**config.mk**
```make
export PLATFORM = sky130hd
export DESIGN_NAME = core_inst_seq_flat
export DESIGN_NICKNAME = d
export VERILOG_FILES = /design/src/rtl/core_inst_seq_if.sv /design/src/rtl/core_inst_seq.sv /design/src/flat_wrapper.sv
export SDC_FILE = /design/constraint.sdc
export NUM_CORES = 1
export LEC_CHECK = 0
export BUFFER_PORTS_ARGS = -buffer_cell sky130_fd_sc_hd__buf_2
export CAP_MARGIN = 20
export CORE_UTILIZATION = 30
export DETAILED_ROUTE_END_ITERATION = 8
export PLACE_DENSITY = 0.44
export SLEW_MARGIN = 20
export SYNTH_ARGS = -nofsm -noshare
export SYNTH_HDL_FRONTEND = slang
export SYNTH_SLANG_ARGS = --single-unit
```
**constraint.sdc**
```tcl
create_clock -name clk -period 8 [get_ports clk]
set_input_delay 2.4 -clock clk [delete_from_list [all_inputs] [get_ports clk]]
set_output_delay 2.4 -clock clk [all_outputs]
set_load 0.05 [all_outputs]
```
**src/rtl/core_inst_seq_if.sv**
```systemverilog
// core_inst_seq_if: host/core-facing signals of the instruction sequencer.
interface core_inst_seq_if;
    logic        start, mode_sel, ofifo_valid;
    logic [10:0] acc_addr;
    logic [7:0]  acc_idx;
    logic [34:0] inst;
    logic        sfp_clr, out_strobe, busy, done;
    modport master (input start, mode_sel, ofifo_valid, acc_addr,
                    output acc_idx, inst, sfp_clr, out_strobe, busy, done);
    modport slave (output start, mode_sel, ofifo_valid, acc_addr,
                   input acc_idx, inst, sfp_clr, out_strobe, busy, done);
endinterface

```
**src/rtl/core_inst_seq.sv**
```systemverilog
// core_inst_seq: drives the 35-bit core instruction word through a full 3x3
// convolution pass (9 kij iterations) followed by per-pixel accumulation.
module core_inst_seq #(
    parameter int          row      = 8,
    parameter int          col      = 8,
    parameter int          len_nij  = 36,
    parameter int          len_kij  = 9,
    parameter int          len_onij = 16,
    parameter logic [10:0] w_base   = 11'h400,
    parameter int          drain    = row + col
) (
    input logic             clk,
    input logic             reset,
    core_inst_seq_if.master bus
);
    typedef enum logic [3:0] {IDLE, W_L0, W_LOAD, GAP1, A_L0, EXEC, GAP2, OFIFO, CLR, ACC, OUT, DONE} state_t;
    state_t      state, state_n;
    logic [7:0]  i, i_n;
    logic [3:0]  kij, kij_n;
    logic [4:0]  onij, onij_n;
    logic        mode, mode_n, xfer;
    logic        acc, cen_p, wen_p, cen_x, wen_x, ofifo_rd, l0_rd, l0_wr, exe, load;
    logic [10:0] a_p, a_x;
    // In OFIFO, i counts transfers already issued; elsewhere it is the index of the word on inst.
    always_comb begin
        state_n = state;
        i_n     = i + 8'd1;
        kij_n   = kij;
        onij_n  = onij;
        mode_n  = mode;
        xfer    = 1'b0;
        case (state)
            IDLE: begin
                i_n = '0;
                if (bus.start) begin
                    state_n = W_L0;
                    kij_n   = '0;
                    mode_n  = bus.mode_sel;
                end
            end
            W_L0:   if (i == 8'(col - 1)) begin state_n = W_LOAD; i_n = '0; end
            W_LOAD: if (i == 8'(col - 1)) begin state_n = GAP1; i_n = '0; end
            GAP1:   if (i == 8'(drain - 1)) begin state_n = A_L0; i_n = '0; end
            A_L0:   if (i == 8'(len_nij - 1)) begin state_n = EXEC; i_n = '0; end
            EXEC:   if (i == 8'(len_nij - 1)) begin state_n = GAP2; i_n = '0; end
            GAP2: begin
                if (i == 8'(drain - 1)) begin
                    state_n = OFIFO;
                    xfer    = bus.ofifo_valid;
                    i_n     = {7'd0, bus.ofifo_valid};
                end
            end
            OFIFO: begin
                if (i == 8'(len_nij)) begin
                    i_n = '0;
                    if (kij == 4'(len_kij - 1)) begin
                        state_n = CLR;
                        onij_n  = '0;
                    end else begin
                        state_n = W_L0;
                        kij_n   = kij + 4'd1;
                    end
                end else begin
                    xfer = bus.ofifo_valid;
                    i_n  = bus.ofifo_valid ? i + 8'd1 : i;
                end
            end
            CLR: begin state_n = ACC; i_n = '0; end
            ACC: if (i == 8'(len_kij)) begin state_n = OUT; i_n = '0; end
            OUT: begin
                i_n = '0;
                if (onij == 5'(len_onij - 1)) state_n = DONE;
                else begin
                    state_n = CLR;
                    onij_n  = onij + 5'd1;
                end
            end
            DONE:    begin state_n = IDLE; i_n = '0; end
            default: begin state_n = IDLE; i_n = '0; end
        endcase
    end
    always_comb begin
        acc = 1'b0; cen_p = 1'b1; wen_p = 1'b1; a_p = '0;
        cen_x = 1'b1; wen_x = 1'b1; a_x = '0;
        ofifo_rd = 1'b0; l0_rd = 1'b0; l0_wr = 1'b0; exe = 1'b0; load = 1'b0;
        case (state_n)
            W_L0: begin
                cen_x = 1'b0;
                l0_wr = 1'b1;
                a_x   = w_base + 11'(kij_n) * 11'(col) + 11'(i_n);
            end
            W_LOAD: begin l0_rd = 1'b1; load = 1'b1; end
            A_L0: begin
                cen_x = 1'b0;
                l0_wr = 1'b1;
                a_x   = 11'(i_n);
            end
            EXEC: begin l0_rd = 1'b1; exe = 1'b1; end
            OFIFO: begin
                if (xfer) begin
                    ofifo_rd = 1'b1;
                    cen_p    = 1'b0;
                    wen_p    = 1'b0;
                    a_p      = 11'(kij_n) * 11'(len_nij) + (state == OFIFO ? 11'(i) : 11'd0);
                end
            end
            // acc_idx runs one word ahead so acc_addr is settled when the read word is registered
            ACC: begin
                cen_p = i_n == 8'(len_kij);
                a_p   = i_n == 8'(len_kij) ? 11'd0 : bus.acc_addr;
                acc   = i_n != 8'd0;
            end
            default: ;
        endcase
    end
    always_ff @(posedge clk) begin
        if (!reset) begin
            state          <= IDLE;
            i              <= '0;
            kij            <= '0;
            onij           <= '0;
            mode           <= 1'b0;
            bus.inst       <= 35'h1_800C_0000;
            bus.acc_idx    <= '0;
            bus.sfp_clr    <= 1'b0;
            bus.out_strobe <= 1'b0;
            bus.busy       <= 1'b0;
            bus.done       <= 1'b0;
        end else begin
            state          <= state_n;
            i              <= i_n;
            kij            <= kij_n;
            onij           <= onij_n;
            mode           <= mode_n;
            bus.inst       <= {mode_n, acc, cen_p, wen_p, a_p, cen_x, wen_x, a_x,
                               ofifo_rd, 2'b00, l0_rd, l0_wr, exe, load};
            bus.acc_idx    <= 8'(onij_n * len_kij) + (state_n == ACC ? i_n + 8'd1 : 8'd0);
            bus.sfp_clr    <= state_n == CLR;
            bus.out_strobe <= state_n == OUT;
            bus.busy       <= state_n != IDLE && state_n != DONE;
            bus.done       <= state_n == DONE;
        end
    end
endmodule

```
**src/flat_wrapper.sv**
```systemverilog
// flat-port wrapper written by rule: the top's interface ports become plain ports
module core_inst_seq_flat 
#(
    parameter int          row      = 8,
    parameter int          col      = 8,
    parameter int          len_nij  = 36,
    parameter int          len_kij  = 9,
    parameter int          len_onij = 16,
    parameter logic [10:0] w_base   = 11'h400,
    parameter int          drain    = row + col
)
  (clk, reset, bus_start, bus_mode_sel, bus_ofifo_valid, bus_acc_addr, bus_acc_idx, bus_inst, bus_sfp_clr, bus_out_strobe, bus_busy, bus_done);
  core_inst_seq_if bus_i ();
  input logic clk;
  input logic reset;
  input wire logic [$bits(bus_i.start)-1:0] bus_start;
  input wire logic [$bits(bus_i.mode_sel)-1:0] bus_mode_sel;
  input wire logic [$bits(bus_i.ofifo_valid)-1:0] bus_ofifo_valid;
  input wire logic [$bits(bus_i.acc_addr)-1:0] bus_acc_addr;
  output wire logic [$bits(bus_i.acc_idx)-1:0] bus_acc_idx;
  output wire logic [$bits(bus_i.inst)-1:0] bus_inst;
  output wire logic [$bits(bus_i.sfp_clr)-1:0] bus_sfp_clr;
  output wire logic [$bits(bus_i.out_strobe)-1:0] bus_out_strobe;
  output wire logic [$bits(bus_i.busy)-1:0] bus_busy;
  output wire logic [$bits(bus_i.done)-1:0] bus_done;
  assign bus_i.start = bus_start;
  assign bus_i.mode_sel = bus_mode_sel;
  assign bus_i.ofifo_valid = bus_ofifo_valid;
  assign bus_i.acc_addr = bus_acc_addr;
  assign bus_acc_idx = bus_i.acc_idx;
  assign bus_inst = bus_i.inst;
  assign bus_sfp_clr = bus_i.sfp_clr;
  assign bus_out_strobe = bus_i.out_strobe;
  assign bus_busy = bus_i.busy;
  assign bus_done = bus_i.done;
  core_inst_seq #(.row(row), .col(col), .len_nij(len_nij), .len_kij(len_kij), .len_onij(len_onij), .w_base(w_base), .drain(drain)) u_core (.clk(clk), .reset(reset), .bus(bus_i));
endmodule
```
After elaboration in Yosys (flattened, before gate mapping). Cells that the tools add are included.

$add $sub $neg: 8. $mul: 2. Equal/unequal tests: 28. Muxes and demuxes: 47. Reductions and logical operators: 10.

Operators by type and width (count): two-way mux 8 bit (9); two-way mux 4 bit (13); one-hot mux 8 bit (6 select lines) (1); one-hot mux 11 bit (2 select lines) (2); one-hot mux 4 bit (11 select lines) (1); == test 4 bit, second input constant (8); == test 4 x 3 -> 1 bit, second input constant (7); == test 8 x 4 -> 1 bit, second input constant (3); two-way mux 11 bit (2); adder 8 x 1 -> 8 bit, second input constant (2); == test 8 x 6 -> 1 bit, second input constant (2); two-way mux 5 bit (3); == test 4 x 2 -> 1 bit, second input constant (3); adder 10 x 11 -> 11 bit (1); adder 11 x 7 -> 11 bit, first input constant (1); adder 11 x 8 -> 11 bit (1); two-way mux 1 bit (11); one-hot mux 5 bit (2 select lines) (1); adder 8 bit (1); == test 4 x 1 -> 1 bit, second input constant (2); == test 8 x 3 -> 1 bit, second input constant (1); multiplier 4 x 4 -> 8 bit, second input constant (1); multiplier 5 x 4 -> 8 bit, second input constant (1); one-hot mux 4 bit (2 select lines) (1); 12 further kinds (17).

Register bits after elaboration: 69. Input bits: 16. Output and inout bits: 47. Word-level logic and storage cells: 109.

Depth between registers and ports, before layout. Gate-level depths: netlist (run 1).

Word-level depth: 8. Mapped depth: 25. Mapped depth without buffers: 24.

Least setup slack after synthesis (run 1). No wires, ideal clock.

Path type: input -> register. From: in bus_ofifo_valid. To: reg u_core.bus.acc_idx[7]. Setup time: 0.065 ns. Arrival time: 6.093 ns. Required time: 7.935 ns. Setup slack: 1.842 ns. Cell stages on the path: 18. Buffers on the path: 0. Path through: a211oi_1 -> o21ai_0 -> a31oi_2 -> nand3b_1 -> nor2_1 -> xnor2_1 -> nand2_1 -> fa_1 -> inv_1 -> ha_1 -> and2_1 -> o21ai_0 -> a31oi_1 -> o21ai_0 -> nand2_1 -> or4_1 -> o21ai_1 -> nand4b_1.

Word-level cells in the longest chain between the ends: 6. Elaborated cells on any way between the ends: 7. Classes of those cells: 2 x add/sub; 5 x mux.

Ends and longest elaborated chain: start, declared (line flat_wrapper.sv:18) `input wire logic [$bits(bus_i.ofifo_valid)-1:0] bus_ofifo_valid;`; two-way mux 8 bit (line core_inst_seq.sv:65) `i_n = bus.ofifo_valid ? i + 8'd1 : i;`; two-way mux 8 bit (line core_inst_seq.sv:54) `if (i == 8'(len_nij)) begin`; one-hot mux 8 bit (6 select lines) (line core_inst_seq.sv:32) `case (state)`; net u_core.i_n[3] (line core_inst_seq.sv:18) `logic [7:0] i, i_n;`; adder 8 x 1 -> 8 bit (line core_inst_seq.sv:137) `bus.acc_idx <= 8'(onij_n * len_kij) + (state_n == ACC ? i_n + 8'd1 : 8'd0);`; two-way mux 8 bit (line core_inst_seq.sv:137); adder 8 bit (line core_inst_seq.sv:137); end signal, assigned (line core_inst_seq.sv:137); end, declared (line core_inst_seq_if.sv:9) `output acc_idx, inst, sfp_clr, out_strobe, busy, done);`.

The timed path passes the listed nets, and every way through them passes these cells. A chain may end at the register's enable or synchronous reset.

Worst setup path after layout (run 1). Same ends and word-level chain as after synthesis.

==> results of run 1 <==
routing by layer:
layer / GRT usage, % / vias to the layer above / share of wire (%)
li1: - / 1937 / -
met1: 23.3 / 1810 / 47
met2: 29.7 / 67 / 47
met3: 3.65 / 16 / 4.3
met4: 6.79 / 0 / 1.7
met5: 0 / - / 0
kinds of logic after synthesis:
kind of cell | share of synthesized area [%]
compound gates | 20.1
fa+ha+maj | 12.8
flops | 29.8
xor+xnor | 3.67
buf+inv | 7.02
other cells | 0.175
mux | 0.495
simple gates | 25.9
synthesized netlist by cell type (9+ instances only):
library cell | count | share of area (%)
nor2_1 | 56 | 4.9
o21ai_0 | 22 | 2.6
xnor2_1 | 13 | 2.7
a21oi_1 | 21 | 2.4
nand3_1 | 13 | 1.5
dfxtp_1 | 64 | 30
and2_1 | 21 | 3.1
ha_1 | 36 | 10
clkbuf_1 | 11 | 0.96
a21o_1 | 10 | 1.7
nand2_1 | 27 | 2.4
inv_1 | 43 | 3.8
nand2b_1 | 9 | 1.3
nor3_1 | 13 | 1.5
a22oi_1 | 12 | 2.1
flip-flops by register name, indices dropped and copies added (netlist names):
signal                 cells
u_core.bus.busy            1
u_core.bus.out_strobe      1
u_core.kij                 4
u_core.bus.inst           30
u_core.i                   8
u_core.bus.sfp_clr         1
u_core.bus.acc_idx         8
u_core.state               4
u_core.onij                5
u_core.mode                1
u_core.bus.done            1
report_power, final:
| part | total [W] | internal (W) | switching [W] |
|---|---|---|---|
| combinational | 0.0000485 | 0.0000129 | 0.0000355 |
| clock | 0.000403 | 0.000257 | 0.000145 |
| sequential | 0.000325 | 0.000322 | 0.00000316 |
| total | 0.000776 | 0.000592 | 0.000184 |
worst min-delay path: cells and delay by family, from the launching register on:
kind          cells  cell delay [ns]
simple gates      1             0.07
mux               1             0.06
flops             1             0.32
stage by stage:
stage	cell area [um2]	worst slack (ns)
6_report	4990	1.35
5_1_grt	4990	0.777
4_1_cts	4990	1.37
3_5_place_dp	4690	1.03
3_3_place_gp	4690	1.20
2_1_floorplan	4300	1.84
cells in the final DEF (no fill, tap or decap), types with 4 or more instances in the layout:
master,instances
buf_2,58
a31oi_1,5
nor2b_1,5
and3_1,7
xnor2_1,13
clkbuf_16,9
nor2_1,56
o211ai_1,5
inv_1,43
fa_1,5
nand2b_1,9
o21ai_0,22
nor3b_1,4
nor3_1,13
a21o_1,10
a21oi_1,21
a22oi_1,12
and4_1,5
a31o_2,6
and2_1,21
nand4b_1,5
xor2_1,5
nand2_1,27
ha_1,36
dfxtp_1,64
conb_1,4
nand3b_1,4
nand4_1,6
o22ai_1,4
nand3_1,13
cell type report:
type,instances,area share [%]
clock inverters,3,0.803
clock buffers,13,5.22
well taps,180,4.51
multi-input cells,388,54.5
repair buffers,59,5.97
inverters,44,3.31
flip-flops and latches,64,25.7
worst min path at each step:
| stage | start | endpoint | slack, ns | cells past startpoint |
|---|---|---|---|---|
| 6_report | u_core.mode | u_core.mode | 0.49 | 2 |
| 5_1_grt | u_core.mode | u_core.mode | 0.51 | 2 |
| 4_1_cts | u_core.mode | u_core.mode | 0.49 | 2 |
| 3_5_place_dp | u_core.mode | u_core.mode | 0.48 | 2 |
| 3_3_place_gp | u_core.mode | u_core.mode | 0.47 | 2 |
| 2_1_floorplan | u_core.mode | u_core.mode | 0.46 | 2 |
==> results.sh, run 1 <==
export IMPL_status="finished, final reports clean"
export IMPL_cp_end_kind="flop"
export IMPL_required_ns=8.28
export IMPL_fmax_mhz=150
export IMPL_cp_top_family="compound AO/OA/AOI/OAI gates"
export IMPL_synth_distinct_cells=72
export IMPL_core_um2=13900
export IMPL_drtIter0Drc=200
export IMPL_synthFlopType="dfxtp_1"
export IMPL_crit_end="u_core.bus.acc_idx[7]"
export IMPL_maxSlewViolCount=0
export IMPL_hpwl_mm=9.56
export IMPL_grt_pass1_wl_mm=20.0
export IMPL_p_leak_nw=2.23
export IMPL_cts_made_buffers=9
export IMPL_r2r_start="u_core.i[5]"
export IMPL_rrSetupSlack_ns=2.33
export IMPL_via_count=3830
export IMPL_gp_congestion=0.799
export IMPL_crit_fanout=11
export IMPL_start_util_pct=30.8
export IMPL_track_usage_pct=18.1
export IMPL_seq_area_frac_synth_pct=29.8
export IMPL_power_total_w=0.000776
export IMPL_synth_edf_count=0
export IMPL_path_common_cell="o21ai_0"
export IMPL_drv_cap=0
export IMPL_fillers=1485
export IMPL_setup_viol=0
export IMPL_path_clk_slew_ns=0.06
export IMPL_cts_sinks=64
export IMPL_path_buf_inv=2
export IMPL_syn_cell_area_um2=4290
export IMPL_place_inst=735
export IMPL_path_depth=19
export IMPL_worst_pin_slew_ns=0.950
export IMPL_whs_ns=0.486
export IMPL_die_y_um=122
export IMPL_cts_path_max_buffers=2
export IMPL_fin_nets=623
export IMPL_hold_class="flop to flop"
export IMPL_cts_setup_buffers=0
export IMPL_area_delta_synth_final_pct=16.2
export IMPL_grt_setup_unrepaired="false"
export IMPL_powerDensity_nw_per_um2=156
export IMPL_antenna_cells=0
export IMPL_drive_gt1_share_pct=16.6
export IMPL_critPathKind="input pin to flop"
export IMPL_fin_tns_setup_ns=0
export IMPL_firstDrtPassIters=4
export IMPL_portBuffers=58
export IMPL_grt_remaining_overflow=0
export IMPL_fin_crit_ns=6.65
export IMPL_crit_path_max_incr_delay_ns=0.64
export IMPL_synth_seq_cells=64
export IMPL_ff_latch_area_um2=1280
export IMPL_routed_via_density=5.10
export IMPL_fin_cells=751
export IMPL_r2r_end="u_core.bus.acc_idx[7]"
export IMPL_relSlewSlack_pct=36.3
export IMPL_postRouteAntennaNets=0
export IMPL_postCtsHoldBufs=0
export IMPL_multiInputGateArea_um2=2720
export IMPL_die_w_um=122
export IMPL_avgSynthCellArea_um2=8.24
export IMPL_cts_tree="yes"
export IMPL_grt_pass1_vias=3767
export IMPL_antenna_found_initial=0
export IMPL_grt_max_degree=27
export IMPL_vdd_ir_drop_max_v=0.000106
export IMPL_clock_latency_ns=0.34
export IMPL_cts_root_buf="clkbuf_16"
export IMPL_worstRegToRegCells=19
export IMPL_wl_per_cell_um=16.6
export IMPL_slowest_stage="a211oi_1"
export IMPL_skew_ns=0.00771
export IMPL_cts_resized=0
export IMPL_synth_cells=521
export IMPL_cp_cell_sequence="buf_2, a211oi_1, o21ai_0, a31oi_2, nand3b_1, nor2_1, xnor2_1, nand2_1, fa_1, inv_1, ha_1, and2_1, o21ai_0, a31oi_1, o21ai_0, nand2_1, or4_1, o21ai_1, nand4b_1"
export IMPL_postLayoutCoreUtil_pct=35.8
export IMPL_min_period_over_period_pct=83.1
export IMPL_drc=0
export IMPL_drt_total_wl_mm=12.5
export IMPL_ys_warn_count=0
export IMPL_dieArea_um2=14800
export IMPL_num_rows=43
export IMPL_htreeDepth=3
export IMPL_startpoint_type="input pin"
export IMPL_synth_async_reset_ratio_pct=0
export IMPL_arrival_ns=6.93
export IMPL_hold_violations=0
export IMPL_timing_critical_path_from="bus_ofifo_valid"
export IMPL_io_pins=63
(Power assumes the default switching activity.)
==> run 2, diff against run 1 <==
--- a/config.mk
+++ b/config.mk
@@ -9,7 +9,7 @@
 export CAP_MARGIN = 20
 export CORE_UTILIZATION = 30
 export DETAILED_ROUTE_END_ITERATION = 8
-export PLACE_DENSITY = 0.44
+export PLACE_DENSITY = 0.46
 export SLEW_MARGIN = 20
 export SYNTH_ARGS = -nofsm -noshare
 export SYNTH_HDL_FRONTEND = slang
==> constraint.sdc (replaced) <==
create_clock -name clk -period 6 [get_ports clk]
set_input_delay 1.8 -clock clk [delete_from_list [all_inputs] [get_ports clk]]
set_output_delay 1.8 -clock clk [all_outputs]
set_load 0.05 [all_outputs]
==> run 2 against run 1 <==
Against the previous run: core utilization grew 0.40 points; clock-buffer cell count shrank 1; power grew 27%; register-to-register slack lost 1.8 ns; clock skew is essentially flat; critical endpoint unchanged; setup slack lost 0.91 ns; largest power group unchanged; non-clock buffer count grew 11; sequential power grew 34%; critical path type unchanged; global-route usage shrank 0.10 points.
==> results.sh, run 2 (synthesized netlist as in run 1, its figures left out) <==
export IMPL_top_regs="u_core.bus.inst: 30 flops, u_core.bus.acc_idx: 8 flops, u_core.i: 8 flops"
export IMPL_drv_cap=0
export IMPL_layout_commonest_cell="dfxtp_1"
export IMPL_cp_end_kind="flop"
export IMPL_drt_total_wl_mm=12.5
export IMPL_r2r_start="u_core.i[0]"
export IMPL_cts_tree="yes"
export IMPL_io_pins=63
export IMPL_grt_max_degree=27
export IMPL_largest_reg_flops=30
export IMPL_antenna_cells=0
export IMPL_fillers=1466
export IMPL_min_to="u_core.mode"
export IMPL_fin_crit_ns=5.56
export IMPL_critPathKind="input pin to flop"
export IMPL_final_cell_mix="dfxtp_1, buf_2, nor2_1, inv_1, ha_1"
export IMPL_antenna_found_initial=0
export IMPL_worst_pin_slew_ns=0.959
export IMPL_fmax_mhz=180
export IMPL_setup_viol=0
export IMPL_relSlewSlack_pct=35.5
export IMPL_die_w_um=122
export IMPL_whs_ns=0.490
export IMPL_path_clk_slew_ns=0.06
export IMPL_hold_violations=0
export IMPL_dieArea_um2=14800
export IMPL_cts_path_max_buffers=2
export IMPL_status="finished, final reports clean"
export IMPL_skew_ns=0.00747
export IMPL_crit_fanout=11
export IMPL_startpoint_type="input pin"
export IMPL_grt_remaining_overflow=0
export IMPL_track_usage_pct=18.0
export IMPL_cts_resized=0
export IMPL_fin_cells=761
export IMPL_fin_tns_setup_ns=0
export IMPL_post_dp_cell_area_um2=4770
export IMPL_portBuffers=58
export IMPL_rrSetupSlack_ns=0.50
export IMPL_wl_per_cell_um=16.4
export IMPL_vdd_ir_drop_max_v=0.000135
export IMPL_routed_via_density=5.11
export IMPL_cts_made_buffers=9
export IMPL_core_um2=13900
export IMPL_cts_root_buf="clkbuf_16"
export IMPL_p_leak_nw=2.27
export IMPL_required_ns=6.27
export IMPL_gp_congestion=0.840
export IMPL_cts_sinks=64
export IMPL_grt_pass1_wl_mm=19.9
export IMPL_maxSlewViolCount=0
export IMPL_cts_setup_buffers=0
export IMPL_drive_gt1_share_pct=18.2
export IMPL_postCtsHoldBufs=0
export IMPL_grt_pass1_vias=3728
export IMPL_hold_class="flop to flop"
export IMPL_min_period_over_period_pct=92.7
export IMPL_whs_path_depth=2
export IMPL_postRouteAntennaNets=0
export IMPL_powerDensity_nw_per_um2=196
export IMPL_worstRegToRegCells=20
export IMPL_largest_register="u_core.bus.inst"
export IMPL_htreeDepth=3
export IMPL_grt_setup_unrepaired="false"
export IMPL_die_y_um=122
export IMPL_r2r_end="u_core.bus.acc_idx[7]"
export IMPL_area_delta_synth_final_pct=17.5
export IMPL_drtIter0Drc=201
export IMPL_hpwl_mm=9.63
export IMPL_start_util_pct=30.8
export IMPL_hold_path_startpoint="u_core.mode"
export IMPL_place_inst=746
export IMPL_firstDrtPassIters=5
export IMPL_power_total_w=0.000987
export IMPL_drc=0
export IMPL_arrival_ns=5.84
export IMPL_fin_nets=634
export IMPL_final_area_um2=5040
export IMPL_clock_latency_ns=0.34
export IMPL_num_rows=43
export IMPL_via_count=3887
## run 2: worst max-delay path, stage by stage
cell and delay, ns:
buf_2 0.19, a211oi_1 0.08, buf_4 0.19, nand2_1 0.06
o21ai_0 0.10, nor2_1 0.33, inv_1 0.15, ha_1 0.25
nand2_1 0.09, nor2_1 0.05, xnor2_1 0.13, nand2_1 0.08
fa_1 0.50, inv_1 0.04, ha_1 0.31, o2111ai_1 0.16
and4_1 0.23, o21ai_0 0.27, nand2_1 0.18, or4_1 0.42
o21ai_1 0.11, nand4b_1 0.11
## run 2: through the flow
step / worst slack [ns] / utilization (%)
2_1_floorplan: 0.442 / -
3_3_place_gp: 0.277 / 34.2
3_5_place_dp: 0.149 / 34.2
4_1_cts: 0.468 / 36.2
5_1_grt: 0.0690 / 36.2
6_report: 0.439 / 36.2
## run 2: cell type report
type	count	area, um2	share of cell area, %
Multi-Input combinational cell	388	2720	53.9
Sequential cell	64	1280	25.4
Timing Repair Buffer	70	380	7.54
Clock buffer	12	256	5.08
Tap cell	180	225	4.46
Inverter	44	165	3.27
Clock inverter	3	17.5	0.347
## run 2: layer usage
layer	routed length, um	track usage, %
met2	5940	29.8
met4	219	6.71
met1	5890	23.1
met3	424	3.32
met5	0	0
## run 2: how the worst max path moves through the flow
| stage | start | endpoint | cells after the start |
|---|---|---|---|
| 2_1_floorplan | bus_ofifo_valid | u_core.bus.acc_idx[7] | 18 |
| 3_3_place_gp | bus_ofifo_valid | u_core.bus.acc_idx[7] | 21 |
| 3_5_place_dp | bus_ofifo_valid | u_core.bus.acc_idx[7] | 22 |
| 4_1_cts | bus_ofifo_valid | u_core.bus.acc_idx[7] | 22 |
| 5_1_grt | bus_ofifo_valid | u_core.bus.acc_idx[7] | 21 |
| 6_report | bus_ofifo_valid | u_core.bus.acc_idx[7] | 22 |
## run 2: report_power, final
group | switching (W) | total (W) | internal (W)
clock | 0.000190 | 0.000488 | 0.000298
sequential | 0.00000416 | 0.000434 | 0.000430
combinational | 0.0000470 | 0.0000655 | 0.0000186
==> run 3, diff against run 2 <==
==> constraint.sdc (replaced) <==
create_clock -name clk -period 4.85 [get_ports clk]
set_input_delay 1.455 -clock clk [delete_from_list [all_inputs] [get_ports clk]]
set_output_delay 1.455 -clock clk [all_outputs]
set_load 0.05 [all_outputs]
==> run 3 against run 2 <==
Against the previous run: core utilization increased by 4.9 points; wire length increased by 4.3%; sequential power increased by 23%; design area increased by 13%; critical path depth decreased by 5; non-clock buffer count increased by 62; clock-buffer cell count decreased by 3; clock power increased by 60%; power increased by 43%; global-route usage increased by 0.50 points; sequential cell count unchanged; die area unchanged; critical path type unchanged; largest cell class unchanged.
==> results.sh, run 3 (synthesized netlist as in run 1, its figures left out) <==
export IMPL_antenna_found_initial=0
export IMPL_path_common_cell="ha_1"
export IMPL_hold_violations=0
export IMPL_firstDrtPassIters=4
export IMPL_postRouteAntennaNets=0
export IMPL_pre_cts_slack_ns=-0.312
export IMPL_htreeDepth=3
export IMPL_num_rows=43
export IMPL_powerDensity_nw_per_um2=247
export IMPL_cp_end_kind="flop"
export IMPL_track_usage_pct=18.5
export IMPL_slowest_stage="or4_1"
export IMPL_crit_fanout=4
export IMPL_grt_pass1_wl_mm=20.4
export IMPL_cp_top_family="simple AND/OR/NAND/NOR gates"
export IMPL_maxSlewViolCount=0
export IMPL_grt_max_degree=21
export IMPL_largest_register="u_core.bus.inst"
export IMPL_worst_pin_slew_ns=0.880
export IMPL_largest_reg_flops=30
export IMPL_cts_path_max_buffers=2
export IMPL_cp_cell_sequence="buf_2, o211a_1, a2111oi_1, nand4_1, and3_1, ha_1, ha_1, inv_1, fa_1, nor2b_2, o2111ai_1, a31oi_1, or3_4, nand2_1, or4_1, o21ai_1, nand4b_1"
export IMPL_drv_cap=0
export IMPL_p_leak_nw=2.63
export IMPL_portBuffers=58
export IMPL_relSlewSlack_pct=40.8
export IMPL_top_regs="u_core.bus.inst: 30 flops, u_core.bus.acc_idx: 8 flops, u_core.i: 8 flops"
export IMPL_gp_congestion=0.888
export IMPL_wl_per_cell_um=15.8
export IMPL_drtIter0Drc=215
export IMPL_grt_remaining_overflow=0
export IMPL_drive_gt1_share_pct=30.6
export IMPL_postCtsHoldBufs=0
export IMPL_critPathKind="input pin to flop"
export IMPL_die_w_um=122
export IMPL_via_count=4084
export IMPL_path_clk_slew_ns=0.06
export IMPL_status="finished, final reports clean"
export IMPL_core_um2=13900
export IMPL_hpwl_mm=10.2
export IMPL_cts_tree="yes"
export IMPL_vdd_ir_drop_max_v=0.000158
export IMPL_routed_via_density=4.96
export IMPL_layout_commonest_cell="buf_4"
export IMPL_fmax_mhz=216
export IMPL_fin_nets=696
export IMPL_cts_sinks=64
export IMPL_setup_viol=0
export IMPL_antenna_cells=0
export IMPL_hold_class="flop to flop"
export IMPL_dieArea_um2=14800
export IMPL_whs_ns=0.495
export IMPL_drt_total_wl_mm=13.0
export IMPL_die_y_um=122
export IMPL_crit_path_max_incr_delay_ns=0.42
export IMPL_final_cell_mix="buf_4, buf_2, dfxtp_1, nor2_1, inv_1"
export IMPL_min_period_over_period_pct=95.7
export IMPL_required_ns=5.14
export IMPL_skew_ns=0.00836
export IMPL_fin_crit_ns=4.64
export IMPL_fin_ws_ns=0.210
export IMPL_path_buf_inv=2
export IMPL_startpoint_type="input pin"
export IMPL_start_util_pct=30.8
export IMPL_cts_root_buf="clkbuf_16"
export IMPL_area_delta_synth_final_pct=33.2
export IMPL_clock_latency_ns=0.35
export IMPL_drc=0
export IMPL_io_pins=63
export IMPL_cts_made_buffers=9
export IMPL_arrival_ns=4.93
export IMPL_grt_pass1_vias=3870
[run 3: cell types whose count changed in the layout (fill, tap and decap cells not counted), sizes merged]
cell	change
buf	+62
bufinv	+3
clkbuf	-3
inv	+3
clkinv	-1
clkinvlp	-1
[run 3: worst paths after layout]
check               from               endpoint  slack (ns)  depth (start not counted)
max            bus_start  u_core.bus.acc_idx[7]        0.21                         17
min          u_core.mode            u_core.mode        0.50                          2
max reg2reg  u_core.i[4]  u_core.bus.acc_idx[7]        0.26                         22
min reg2reg  u_core.mode            u_core.mode        0.50                          2
[run 3: what timing repair did]
action                                  4_1_cts  5_1_grt
endpoints found under the setup margin        0        1
hold endpoints to repair                      0        0
gates resized for setup                       0       32
buffers inserted                              0        9
[run 3: metrics by stage]
stage | TNS (ns) | instances | power (W) | cell area, um2 | util (%)
floorplan | -0.0207 | 523 | 0.000607 | 4330 | -
global placement | -0.276 | 799 | 0.000638 | 5200 | 37.3
detailed placement | -0.312 | 799 | 0.000637 | 5200 | 37.3
CTS | 0 | 815 | 0.00143 | 5550 | 39.8
global route | -0.0353 | 824 | 0.00146 | 5720 | 41.1
finish | 0 | 824 | 0.00141 | 5720 | 41.1
[run 3: layout make-up]
type	count	area [um2]
tap	180	225
inverter	44	165
clock inverter	7	125
clock buffer	9	225
fill	1429	8210
sequential	64	1290
multi-input combinational	388	2840
timing repair buffer	132	853
[run 3: metal layers]
metal	share of wire (%)	GRT usage, %	up-vias
met1	46	23.8	1923
met5	0	0	-
li1	-	-	2073
met3	4.6	3.79	11
met2	48	29.8	77
met4	1.7	7.95	0
[run 3: power by group]
part	internal, W	switching, W
Clock	0.000508	0.000271
Sequential	0.000531	0.00000326
Combinational	0.0000336	0.0000654
Total	0.00107	0.000340
[run 3: worst min-delay path, stage by stage, from the launching register on]
cell and delay (ns):
dfxtp_1 0.32, mux2i_1 0.07, nor2_1 0.07
